==> src/rtl/bintree_pkg.sv <==
// bintree_pkg: shared op encodings, converter mode constants and sequencer state enum
package bintree_pkg;
  localparam logic [1:0] OP_SEND = 2'd1;
  localparam logic [1:0] OP_RECV = 2'd2;
  localparam logic [1:0] OP_LOAD = 2'd3;
  localparam logic [1:0] MODE_SHIFT_OUT = 2'd0;
  localparam logic [1:0] MODE_SHIFT_IN = 2'd1;
  localparam logic [1:0] MODE_LOAD = 2'd2;
  localparam logic [1:0] MODE_HOLD = 2'd3;
  typedef enum logic [2:0] {ST_IDLE, ST_LOAD, ST_START, ST_SHIFT, ST_CAPTURE, ST_RESP} state_t;
endpackage

==> src/rtl/bintree_link_sequencer.sv <==
// bintree_link_sequencer: host cmd (valid/ready) -> converter mode/start control, finish wait with timeout, response (valid/ready) with captured word
module bintree_link_sequencer
  import bintree_pkg::*;
#(
  parameter int SIZE = 1,
  parameter int MAX_WORD_LENGTH = 32,
  parameter int LENGTH = 32,
  parameter int TIMEOUT_MARGIN = 8,
  localparam int DW = 4 * MAX_WORD_LENGTH * SIZE
) (
  input  logic          clk,
  input  logic          reset,
  input  logic          cmd_valid,
  output logic          cmd_ready,
  input  logic [1:0]    cmd_op,
  input  logic [DW-1:0] cmd_data,
  output logic          rsp_valid,
  input  logic          rsp_ready,
  output logic [1:0]    rsp_op,
  output logic          rsp_err,
  output logic [DW-1:0] rsp_data,
  output logic [1:0]    conv_mode,
  output logic          conv_start,
  input  logic          conv_finish,
  output logic [DW-1:0] conv_parallel_in,
  input  logic [DW-1:0] conv_parallel_out
);
  localparam int LIMIT = LENGTH + 2 + TIMEOUT_MARGIN;
  localparam int TW = $clog2(LIMIT + 1);
  state_t r_state, w_next;
  logic [TW-1:0] r_timer;
  logic w_acc, w_tmo;
  logic [1:0] w_op;
  always_comb begin
    w_acc = cmd_valid && cmd_ready;
    w_tmo = r_state == ST_SHIFT && r_timer == TW'(LIMIT - 1);
    w_op = r_state == ST_IDLE ? cmd_op : rsp_op;
    w_next = r_state;
    case (r_state)
      ST_IDLE: w_next = !w_acc ? ST_IDLE : cmd_op == 2'd0 ? ST_RESP : cmd_op == OP_RECV ? ST_START : ST_LOAD;
      ST_LOAD: w_next = rsp_op == OP_LOAD ? ST_RESP : ST_START;
      ST_START: w_next = ST_SHIFT;
      ST_SHIFT: w_next = conv_finish ? (rsp_op == OP_RECV ? ST_CAPTURE : ST_RESP) : w_tmo ? ST_RESP : ST_SHIFT;
      ST_CAPTURE: w_next = ST_RESP;
      ST_RESP: w_next = rsp_ready ? ST_IDLE : ST_RESP;
      default: w_next = ST_IDLE;
    endcase
  end
  always_ff @(posedge clk) begin
    if (!reset) begin
      r_state <= ST_IDLE;
      r_timer <= '0;
      cmd_ready <= 1'b0;
      rsp_valid <= 1'b0;
      rsp_op <= 2'd0;
      rsp_err <= 1'b0;
      rsp_data <= '0;
      conv_mode <= MODE_HOLD;
      conv_start <= 1'b0;
      conv_parallel_in <= '0;
    end else begin
      r_state <= w_next;
      r_timer <= (r_state == ST_START || r_state == ST_SHIFT) ? r_timer + 1'b1 : '0;
      cmd_ready <= w_next == ST_IDLE;
      rsp_valid <= w_next == ST_RESP;
      conv_start <= w_next == ST_START;
      conv_mode <= w_next == ST_LOAD ? MODE_LOAD :
                   (w_next == ST_START || w_next == ST_SHIFT) ? (w_op == OP_RECV ? MODE_SHIFT_IN : MODE_SHIFT_OUT) :
                   MODE_HOLD;
      if (w_acc) begin
        rsp_op <= cmd_op;
        rsp_err <= cmd_op == 2'd0;
        rsp_data <= '0;
        if (cmd_op[0]) conv_parallel_in <= cmd_data;
      end
      if (w_tmo && !conv_finish) rsp_err <= 1'b1;
      if (r_state == ST_CAPTURE) rsp_data <= conv_parallel_out;
    end
  end
endmodule

==> config.mk <==
export PLATFORM = sky130hd
export DESIGN_NAME = bintree_link_sequencer
export DESIGN_NICKNAME = d
export VERILOG_FILES = /design/src/rtl/bintree_pkg.sv /design/src/rtl/bintree_link_sequencer.sv
export SDC_FILE = /design/constraint.sdc
export NUM_CORES = 1
export LEC_CHECK = 0
export BUFFER_PORTS_ARGS = -buffer_cell sky130_fd_sc_hd__buf_2
export CAP_MARGIN = 20
export CELL_PAD_IN_SITES_DETAIL_PLACEMENT = 0
export CELL_PAD_IN_SITES_GLOBAL_PLACEMENT = 1
export CORE_AREA = 2 2 207 209
export DETAILED_ROUTE_END_ITERATION = 16
export DIE_AREA = 0 0 209 211
export GPL_TIMING_DRIVEN = 0
export MAX_ROUTING_LAYER = met4
export PLACE_DENSITY_LB_ADDON = 0.15
export SLEW_MARGIN = 15
export SYNTH_ARGS = -nofsm -noshare
export SYNTH_HDL_FRONTEND = slang
export SYNTH_SLANG_ARGS = --single-unit
==> constraint.sdc <==
create_clock -name clk -period 1.4 [get_ports clk]
set_input_delay 0.14 -clock clk [delete_from_list [all_inputs] [get_ports clk]]
set_output_delay 0.14 -clock clk [all_outputs]
set_load 0.01 [all_outputs]
==> reports/qor.csv <==
metric,value,unit
status,finished with violations,
failing checks,negative setup slack,
RD Place Congestion,0.799,
ys flop type,dfxtp_1,
CP Data Arrival Time,1.92,ns
GRT overflow,0,
WP data required,1.81,ns
clock skew,0.0131,ns
Post-Syn Area,9740,um^2
Final Setup Violations,16,
IO Pins,527,
Core Region,41800,um^2
Slew HR,52.3,%
Die Area,44100,um^2
Post-Place Cells,2276,
DP Wirelength,31.9,mm
Starting Density,23.3,%
"slowest stage cell, crit path",dfxtp_2,
Leak,7.50,nW
first-iteration detailed-routing DRC count,384,
clock latency on the worst-skew pair,0.53,ns
clk slew on worst S/H paths,0.06,ns
initial antenna violation count,0,
Fillers,4373,
top-count cell post-synth,nand2_1,
Hold Startpoint,cmd_valid,
FF-to-FF End,conv_mode[0],
Post-synth EDFFs,0,
WL/cell,16.6,um
unrepaired setup endpoints after global routing,yes,
critical path's top delay family,compound AO/OA/AOI/OAI gates,
Tightest Hold Check Type,primary input to register,
Max Clock Freq,660,MHz
Post-Route WL,43.1,mm
Sink Count,273,
largest net degree at the start of global routing,12,
"area leader, netlist",dfxtp_1,
Max rail drop VDD,0.783,mV
Tot Pwr,0.0219,W
cts bufs inserted,35,
post-route ant nets,0,
register area,5470,um^2
post-synth top area share,56.1,%
number of max-cap violations,0,
area delta synth->final,76.6,%
Max Slew Vio Count,0,
crit path launch type,register,
Clock Tree Root,clkbuf_16,
Syn. warnings,0,
register area share after synthesis,56.1,%
Core Rows,75,
"Hold Violations, Final",0,
WHS Path Cells,4,
CTS H-tree lvls,2,
Worst Max-Slew Pin Slew,0.715,ns
period utilisation layout,108,%
via count,11300,
nets,2303,
depth of the worst register-to-register path,8,
first-pass GRT wire length,64.8,mm
reg-to-reg setup timing slack,-0.11,ns
Syn Area/Cell,8.04,um^2
Tot GR Track Use,19.4,%
Synth area leaders,"dfxtp_1 (56%), nand2_1 (15%), a21oi_1 (13%), nand3_1 (6.8%), buf_2 (2.6%)",
syn_nets,1476,
post-route cell area,17200,um^2
clock buffer depth,3,
Worst Hold End,rsp_op[1],
critical-path cell list,inv_2 -> ha_4 -> nand4b_1 -> buf_4 -> o21ai_2 -> o21a_4 -> a311oi_2 -> o21bai_1,
Cell Pwr Density,1270,nW/um^2
clock tree from TritonCTS,done,
crit path max fanout,5,
Crit path buffers/inverters,2,
vias per cell,4.37,
"Distinct cells, synth",36,
area of the multi-input gates,3890,um^2
classification of the worst setup path,register to register,
min setup slack post-route,-0.114,ns
"slowest stage delay, CP",0.34,ns
DRC,0,
Commonest cells post-synth,"nand2_1 (395), dfxtp_1 (273), a21oi_1 (261)",
cells after synthesis,1211,
crit end category,register,
CP Depth,8,
Tmin final,1.51,ns
first-pass detailed-route iteration total,4,
Yosys reg bits,273,
r2r startpoint,r_timer[1],
share of cells above drive strength 1,32.7,%
die width,209,um
placed standard-cell area,13000,um^2
asr flop ratio synth,0,%
vias in the first global route,11400,
IO buf count,526,
Die Ht,211,um
Final Non-Filler Cells,2595,
registers in the layout, indices dropped and copies added (netlist names):
signal / count
conv_mode: 2
cmd_ready: 1
conv_parallel_in: 128
r_timer: 6
r_state: 3
rsp_op: 2
rsp_valid: 1
conv_start: 1
rsp_data: 128
rsp_err: 1
kinds of logic (layout without fill, tap and decap cells):
family | count (synthesis) | count (layout) | synth area share (%)
AND/OR/NAND/NOR | 558 | 558 | 24.1
flip-flops | 273 | 273 | 56.1
AO/OA/AOI/OAI | 271 | 271 | 14.5
buffers and inverters | 103 | 947 | 4.69
XOR/XNOR | 4 | 4 | 0.360
adder cells (fa/ha/maj) | 2 | 2 | 0.257
other | 0 | 1 | 0
layer usage:
metal	GRT usage, %	part of all wire, %
met4	7.17	2.9
met1	22.5	42
met2	33.0	49
met3	4.27	5.7
met5	-	0
tightest hold or removal path, stage by stage:
cell and delay [ns]:
buf_2 0.12, and2_4 0.18, nand2_1 0.06, a21oi_1 0.05
where the power goes:
part	internal (W)	switching, W
clock	0.00526	0.00338
sequential	0.00833	0.000309
combinational	0.00209	0.00254
cell type report:
class	count	share of cell area [%]
Sequential cell	273	31.8
Timing Repair Buffer	790	30.6
Multi-Input combinational cell	835	22.6
Clock buffer	50	6.02
Buffer	99	4.61
Tap cell	539	3.92
Clock inverter	4	0.276
Inverter	4	0.0873
Antenna cell	1	0.0146
worst max-delay path by stage:
stage	start	slack (ns)	end
2_1_floorplan	r_timer[1]	0.008	conv_mode[0]
3_3_place_gp	reset	-0.69	rsp_data[1]
3_5_place_dp	reset	-0.69	conv_parallel_in[1]
4_1_cts	r_timer[1]	-0.14	conv_mode[0]
5_1_grt	r_timer[1]	-0.19	conv_mode[0]
6_report	r_timer[1]	-0.11	conv_mode[0]
layout by cell type (no fill, tap or decap), types with 2 or more instances in the layout:
| master | count |
|---|---|
| o21bai_1 | 2 |
| buf_4 | 18 |
| nand3_1 | 130 |
| clkinv_2 | 2 |
| a21oi_1 | 261 |
| nand3_2 | 2 |
| xnor2_1 | 2 |
| a311oi_2 | 2 |
| xor2_1 | 2 |
| nand2_1 | 393 |
| clkbuf_2 | 6 |
| clkbuf_8 | 6 |
| clkbuf_4 | 6 |
| dlygate4sd3_1 | 259 |
| inv_1 | 2 |
| nor2_1 | 11 |
| dfxtp_1 | 268 |
| inv_2 | 2 |
| nor2_2 | 3 |
| buf_2 | 531 |
| buf_6 | 33 |
| clkbuf_16 | 37 |
| buf_12 | 5 |
| dfxtp_2 | 4 |
| clkbuf_1 | 37 |
| nand4b_1 | 2 |
| nor2b_1 | 3 |
what timing repair did:
item / in CTS / in global routing
setup endpoints to repair: 265 / 250
gates resized for setup: 116 / 36
hold endpoints to repair: 263 / 0
setup buffers: 4 / 1
pin swaps: 5 / 4
hold buffers: 259 / 0
metrics by stage:
stage / utilization (%) / hold WS (ns) / setup slack (ns) / setup TNS [ns]
final: 41.2 / 0.0631 / -0.114 / -0.382
after global routing: 41.2 / 0.0744 / -0.185 / -6.63
after CTS: 40.9 / 0.0287 / -0.144 / -0.621
after detailed placement: 31.2 / 0.385 / -0.690 / -109.32
after global placement: 31.2 / 0.380 / -0.687 / -108.51
after floorplan: - / 0.212 / 0.00773 / 0
No activity file was read; power rests on OpenSTA's default activity.
